**src/rtl/synapse_delay_scheduler_if.sv**
```systemverilog
// Handshake and configuration bundle for the synapse delay scheduler.
// The master side drives spikes, delay writes and out_ready; the slave side is the scheduler.
interface synapse_delay_scheduler_if #(
    parameter int N_SYN   = 4,
    parameter int DELAY_W = 4
);
    localparam int ID_W = $clog2(N_SYN);

    logic [N_SYN-1:0]   spike_in;
    logic               cfg_we;
    logic [ID_W-1:0]    cfg_addr;
    logic [DELAY_W-1:0] cfg_delay;
    logic               out_valid;
    logic [ID_W-1:0]    out_id;
    logic               out_ready;
    logic [N_SYN-1:0]   busy;
    logic [N_SYN-1:0]   spike_drop;

    modport master (
        output spike_in, cfg_we, cfg_addr, cfg_delay, out_ready,
        input  out_valid, out_id, busy, spike_drop
    );

    modport slave (
        input  spike_in, cfg_we, cfg_addr, cfg_delay, out_ready,
        output out_valid, out_id, busy, spike_drop
    );
endinterface

```
**src/rtl/synapse_delay_scheduler.sv**
```systemverilog
// Per-synapse programmable spike delay with a round-robin output arbiter.
// Each synapse runs IDLE -> WAIT (count down) -> PEND (wait for grant) -> IDLE.
module synapse_delay_scheduler #(
    parameter int N_SYN   = 4,
    parameter int DELAY_W = 4
) (
    input  logic                     clk,
    input  logic                     reset,
    synapse_delay_scheduler_if.slave bus
);
    localparam int ID_W = $clog2(N_SYN);

    generate
        if (N_SYN < 2) begin : g_bad_n_syn
            $error("synapse_delay_scheduler: N_SYN must be at least 2");
        end
    endgenerate

    typedef enum logic [1:0] {
        ST_IDLE = 2'd0,
        ST_WAIT = 2'd1,
        ST_PEND = 2'd2
    } syn_state_t;

    // A programmed delay of 0 behaves like 1, so the load value is max(d,1)-1.
    function automatic logic [DELAY_W-1:0] load_value(input logic [DELAY_W-1:0] d);
        logic [DELAY_W-1:0] v;
        if (d == {DELAY_W{1'b0}}) begin
            v = {DELAY_W{1'b0}};
        end else begin
            v = d - {{(DELAY_W-1){1'b0}}, 1'b1};
        end
        return v;
    endfunction

    logic [1:0]         rst_sync_r;
    logic               rst_int_n_s;
    syn_state_t         state_r     [N_SYN];
    syn_state_t         state_nxt_s [N_SYN];
    logic [DELAY_W-1:0] cnt_r       [N_SYN];
    logic [DELAY_W-1:0] cnt_nxt_s   [N_SYN];
    logic [DELAY_W-1:0] delay_r     [N_SYN];
    logic [ID_W-1:0]    rr_ptr_r;
    logic [ID_W-1:0]    rr_ptr_nxt_s;
    logic [N_SYN-1:0]   pend_s;
    logic [N_SYN-1:0]   busy_s;
    logic [N_SYN-1:0]   grant_s;
    logic               out_valid_s;
    logic [ID_W-1:0]    out_id_s;
    logic               handshake_s;

    // Reset asserts immediately and releases two clean edges later
    always_ff @(posedge clk or negedge reset) begin
        if (!reset) begin
            rst_sync_r <= 2'b00;
        end else begin
            rst_sync_r <= {rst_sync_r[0], 1'b1};
        end
    end

    assign rst_int_n_s = rst_sync_r[1];

    generate
        for (genvar g = 0; g < N_SYN; g++) begin : g_decode
            assign pend_s[g]  = (state_r[g] == ST_PEND);
            assign busy_s[g]  = (state_r[g] != ST_IDLE);
            assign grant_s[g] = handshake_s && (out_id_s == ID_W'(g));
        end
    endgenerate

    // Round-robin pick: first PEND synapse at or after rr_ptr, wrapping
    always_comb begin
        int  idx;
        logic found;
        idx       = 0;
        found     = 1'b0;
        out_id_s  = {ID_W{1'b0}};
        for (int j = 0; j < N_SYN; j++) begin
            idx = int'(rr_ptr_r) + j;
            if (idx >= N_SYN) begin
                idx = idx - N_SYN;
            end else begin
                idx = idx;
            end
            if (!found && pend_s[idx]) begin
                found    = 1'b1;
                out_id_s = ID_W'(idx);
            end else begin
                found    = found;
            end
        end
    end

    assign out_valid_s = |pend_s;
    assign handshake_s = out_valid_s && bus.out_ready;

    // Pointer advances past the granted synapse only on a handshake
    always_comb begin
        rr_ptr_nxt_s = rr_ptr_r;
        if (handshake_s) begin
            if (out_id_s == ID_W'(N_SYN - 1)) begin
                rr_ptr_nxt_s = {ID_W{1'b0}};
            end else begin
                rr_ptr_nxt_s = out_id_s + {{(ID_W-1){1'b0}}, 1'b1};
            end
        end else begin
            rr_ptr_nxt_s = rr_ptr_r;
        end
    end

    // Per-synapse next state and counter
    always_comb begin
        for (int i = 0; i < N_SYN; i++) begin
            state_nxt_s[i] = state_r[i];
            cnt_nxt_s[i]   = cnt_r[i];
            case (state_r[i])
                ST_IDLE: begin
                    if (bus.spike_in[i]) begin
                        state_nxt_s[i] = ST_WAIT;
                        cnt_nxt_s[i]   = load_value(delay_r[i]);
                    end else begin
                        state_nxt_s[i] = ST_IDLE;
                    end
                end
                ST_WAIT: begin
                    if (cnt_r[i] == {DELAY_W{1'b0}}) begin
                        state_nxt_s[i] = ST_PEND;
                    end else begin
                        cnt_nxt_s[i] = cnt_r[i] - {{(DELAY_W-1){1'b0}}, 1'b1};
                    end
                end
                ST_PEND: begin
                    if (grant_s[i]) begin
                        state_nxt_s[i] = ST_IDLE;
                    end else begin
                        state_nxt_s[i] = ST_PEND;
                    end
                end
                default: begin
                    state_nxt_s[i] = ST_IDLE;
                    cnt_nxt_s[i]   = {DELAY_W{1'b0}};
                end
            endcase
        end
    end

    // State, counter and arbiter pointer registers
    always_ff @(posedge clk or negedge rst_int_n_s) begin
        if (!rst_int_n_s) begin
            for (int i = 0; i < N_SYN; i++) begin
                state_r[i] <= ST_IDLE;
                cnt_r[i]   <= {DELAY_W{1'b0}};
            end
            rr_ptr_r <= {ID_W{1'b0}};
        end else begin
            for (int i = 0; i < N_SYN; i++) begin
                state_r[i] <= state_nxt_s[i];
                cnt_r[i]   <= cnt_nxt_s[i];
            end
            rr_ptr_r <= rr_ptr_nxt_s;
        end
    end

    // Delay registers; a same-cycle spike already loaded from the old value
    always_ff @(posedge clk or negedge rst_int_n_s) begin
        if (!rst_int_n_s) begin
            for (int i = 0; i < N_SYN; i++) begin
                delay_r[i] <= {{(DELAY_W-1){1'b0}}, 1'b1};
            end
        end else if (bus.cfg_we && (int'(bus.cfg_addr) < N_SYN)) begin
            delay_r[bus.cfg_addr] <= bus.cfg_delay;
        end
    end

    assign bus.out_valid  = out_valid_s;
    assign bus.out_id     = out_id_s;
    assign bus.busy       = busy_s;
    assign bus.spike_drop = bus.spike_in & busy_s;

endmodule

```
**src/flat_wrapper.sv**
```systemverilog
// flat-port wrapper written by rule: the top's interface ports become plain ports
module synapse_delay_scheduler_flat 
#(
    parameter int N_SYN   = 4,
    parameter int DELAY_W = 4
)
  (clk, reset, bus_spike_in, bus_cfg_we, bus_cfg_addr, bus_cfg_delay, bus_out_ready, bus_out_valid, bus_out_id, bus_busy, bus_spike_drop);
  synapse_delay_scheduler_if #(.N_SYN(N_SYN), .DELAY_W(DELAY_W)) bus_i ();
  input  logic clk;
  input  logic reset;
  input wire logic [$bits(bus_i.spike_in)-1:0] bus_spike_in;
  input wire logic [$bits(bus_i.cfg_we)-1:0] bus_cfg_we;
  input wire logic [$bits(bus_i.cfg_addr)-1:0] bus_cfg_addr;
  input wire logic [$bits(bus_i.cfg_delay)-1:0] bus_cfg_delay;
  input wire logic [$bits(bus_i.out_ready)-1:0] bus_out_ready;
  output wire logic [$bits(bus_i.out_valid)-1:0] bus_out_valid;
  output wire logic [$bits(bus_i.out_id)-1:0] bus_out_id;
  output wire logic [$bits(bus_i.busy)-1:0] bus_busy;
  output wire logic [$bits(bus_i.spike_drop)-1:0] bus_spike_drop;
  assign bus_i.spike_in = bus_spike_in;
  assign bus_i.cfg_we = bus_cfg_we;
  assign bus_i.cfg_addr = bus_cfg_addr;
  assign bus_i.cfg_delay = bus_cfg_delay;
  assign bus_i.out_ready = bus_out_ready;
  assign bus_out_valid = bus_i.out_valid;
  assign bus_out_id = bus_i.out_id;
  assign bus_busy = bus_i.busy;
  assign bus_spike_drop = bus_i.spike_drop;
  synapse_delay_scheduler #(.N_SYN(N_SYN), .DELAY_W(DELAY_W)) u_core (.clk(clk), .reset(reset), .bus(bus_i));
endmodule
```
**config.mk**
```make
export PLATFORM = sky130hd
export DESIGN_NAME = synapse_delay_scheduler_flat
export DESIGN_NICKNAME = d
export VERILOG_FILES = /design/src/rtl/synapse_delay_scheduler_if.sv /design/src/rtl/synapse_delay_scheduler.sv /design/src/flat_wrapper.sv
export SDC_FILE = /design/constraint.sdc
export NUM_CORES = 1
export LEC_CHECK = 0
export ABC_AREA = 0
export CAP_MARGIN = 10
export CORE_MARGIN = 4
export CORE_UTILIZATION = 55
export DETAILED_ROUTE_END_ITERATION = 8
export PLACE_DENSITY = 0.82
export RECOVER_POWER = 25
export SLEW_MARGIN = 20
export SYNTH_ARGS = -nofsm -noshare
export SYNTH_HDL_FRONTEND = slang
export SYNTH_SLANG_ARGS = --single-unit
```
**constraint.sdc**
```tcl
create_clock -name clk -period 1.8 [get_ports clk]
set_clock_uncertainty 0.05 [all_clocks]
set_input_delay 0.36 -clock clk [delete_from_list [all_inputs] [get_ports clk]]
set_output_delay 0.36 -clock clk [all_outputs]
set_load 0.05 [all_outputs]
```
==> reports/qor.csv <==
stage,metric,value,unit
critical_path,rrSetupSlack,-0.11,ns
global_route,first_global_vias,2070,
floorplanning,die_h,77.0,um
synth,netlist_area,2620,um2
floorplanning,fp-row-count,24,
synth,syn_area_per_cell,10.2,um2
pwr,p_leak,0.00148,uW
clocking,clock-root-buffer,clkbuf_8,
timing,fin_setup_tns,-0.412,ns
place,pre_cts_slack,0.0126,ns
timing,fin_crit,1.94,ns
timing,slew_viol_final,0,
routing,firstDrtPassIters,5,
clocking,insertion_delay,0.29,ns
routing,drt-initial-drc-count,82,
critical_path,critPathLaunch,u_core.rr_ptr_r[1],
synth,synth_area_leaders,"dfrtp_1, ha_1, mux2_2, dfstp_2, o21ai_0",
place,placed_cell_area,3100,um2
critical_path,crit_arrival,1.53,ns
synth,synth_common_cells,"dfrtp_1, inv_1, mux2_2, o21ai_0, ha_1",
pwr,p_sw_share,41.0,%
critical_path,cp_max_fo,4,
synth,synth_top_area_cell,dfrtp_1,
pwr,internal_power,3260,uW
timing,rsz0062_at_grt,true,
clocking,max-clock-path-buffers,2,
clocking,path_clk_slew,0.08,ns
pwr,combPwrFrac,58.5,%
pwr,pwr-share-clk,11.4,%
global_route,grt_max_degree,43,
finish,fin_area,3330,um2
critical_path,r2r_cells,7,
place,portBuffers,24,
finish,fin_cells,362,
critical_path,worstReg2RegStart,u_core.state_r[6],
synth,async_reset_ff_share,100,%
synth,synth_cell_types,50,
finish,final_util,74.4,%
timing,setup_ws,-0.141,ns
critical_path,crit_type,reg2out,
place,dp.cells,345,
outcome,status,"finished, violations left",
floorplanning,dieWidth,77.0,um
synth,syn-instance-count,257,
floorplanning,coreArea,4470,um2
synth,yosysMostFrequentCell,dfrtp_1,
finish,num_antenna_cells,0,
floorplanning,ios,25,
synth,synth_nets,289,
finish,fillers,313,
timing,post-route-period-util,108,%
floorplanning,initial_utilization,58.6,%
routing,dr_total_vias,2083,
floorplanning,dieArea,5930,um2
clocking,cts_tree,yes,
clocking,clock_sinks,44,
clocking,cts_buffers,5,
clocking,cts_max_level,2,
timing,report.final.hold_viol_count,0,
routing,wl_per_cell,14.5,um
routing,drc,0,
timing,fmax,515,MHz
synth,yosysTopAreaCellShare,38.2,%
place,gp_congestion,0.828,
routing,viasPerCell,5.75,
timing,relSlewSlack,31.0,%
critical_path,critPathRequiredTime,1.39,ns
place,dp_hpwl,3880,um
synth,synth_edf_count,0,
critical_path,critPathLaunchType,flop,
global_route,grtUsageTotal,18.3,%
pwr,p_per_area,1660,nW/um2
finish,fin_nets,341,
synth,ys.warnings.count,0,
global_route,antenna_found_initial,0,
routing,routed_wl,5260,um
critical_path,regToRegEndpoint,u_core.rr_ptr_r[1],
critical_path,worstSetupEndpoint,bus_out_id[1],
global_route,gr-total-overflow,0,
timing,worst_pin_slew,1.03,ns
outcome,violations,negative setup slack,
pwr,vdd_ir_drop_max,0.000923,V
routing,ant_nets,0,
finish,area_growth,27.1,%
pwr,p_seq_share,30.0,%
global_route,grt_pass1_wl,8870,um
critical_path,critPathCaptureType,output pin,
synth,synth_ff_type,dfrtp_1,
finish,drive_gt1_share,28.4,%
timing,setup_violations,4,
synth,yosys_register_bits,44,
synth,seq_area_frac_synth,42.2,%
pwr,power.switching,2260,uW
worst_hold_path,hold_class,in2async,
flow_run,maxCapViolations,0,
-- cells in the final DEF (no fill, tap or decap), types with 7 or more instances in the layout --
cell type        instances
nand2b_1                10
buf_12                   7
buf_4                   22
nand2_1                 14
xnor2_1                  7
o21ai_1                  9
o21ai_0                 17
dfrtp_1                 40
nor2_1                  15
nor2b_1                  8
inv_1                   20
clkdlybuf4s50_1         12
ha_1                    16
mux2_2                  19
-- flip-flops by register name, summed over array words and instances (netlist names) --
register / count
u_core.cnt_r: 16
u_core.delay_r: 16
u_core.state_r: 8
u_core.rr_ptr_r: 2
u_core.rst_sync_r: 2
-- critical path, stage by stage (launching register included) --
cell     delay [ns]
dfrtp_1        0.42
and3b_1        0.21
o21ai_1        0.11
a31oi_1        0.11
o21ba_4        0.26
buf_12         0.13
-- worst min path at each step --
stage,from,end,cells after the start
6_report,reset,u_core.rst_sync_r[1],1
5_1_grt,reset,u_core.rst_sync_r[1],1
4_1_cts,reset,u_core.rst_sync_r[1],1
3_5_place_dp,u_core.rst_sync_r[1],u_core.cnt_r[14],1
3_3_place_gp,u_core.rst_sync_r[1],u_core.cnt_r[15],1
2_1_floorplan,reset,u_core.rst_sync_r[0],0
-- metal layers --
layer  GRT usage, %  vias up  part of all wire, %
met1           23.1     1035                   45
met3           2.93        4                  3.1
met2           31.8       30                   51
met4           6.58        0                 0.78
li1               -     1014                    -
met5              0        -                    0
-- repair_timing --
action / 4_1_cts / 5_1_grt
hold buffers: 0 / 0
gates resized for setup: 18 / 5
pin swaps: 6 / 4
endpoints found under the setup margin: 7 / 13
buffers inserted: 6 / 3
-- area by class of cell --
cell class	instances	area (um2)	area share [%]
Multi-Input combinational cell	189	1490	44.6
Clock buffer	6	82.6	2.48
Inverter	21	78.8	2.37
Clock inverter	2	10.0	0.301
Sequential cell	44	1110	33.2
Tap cell	52	65.1	1.95
Timing Repair Buffer	48	500	15.0
-- logic make-up (layout without fill, tap and decap cells) --
logic type      after synthesis  after routing  share of synthesized area, %
compound gates               56             56                          15.2
xor+xnor                      7              7                          2.34
mux                          22             22                          9.36
simple gates                 85             85                          18.4
other cells                   1              1                         0.143
flops                        44             44                          42.2
fa+ha+maj                    18             18                          8.60
buf+inv                      24             77                          3.77
-- stage by stage --
step	power [uW]	hold slack [ns]
after global routing	5940	0.228
final	5520	0.241
after detailed placement	4620	0.281
after global placement	4510	0.277
after floorplan	3690	0.0144
after CTS	5460	0.167
-- power by group through the flow --
stage          sequential, uW  combinational (uW)  clock (uW)
2_1_floorplan            1640                2050           0
3_3_place_gp             1650                2860           0
6_report                 1660                3230         632
4_1_cts                  1650                3150         652
5_1_grt                  1700                3550         689
3_5_place_dp             1670                2950           0
No activity file was read; power rests on OpenSTA's default activity.
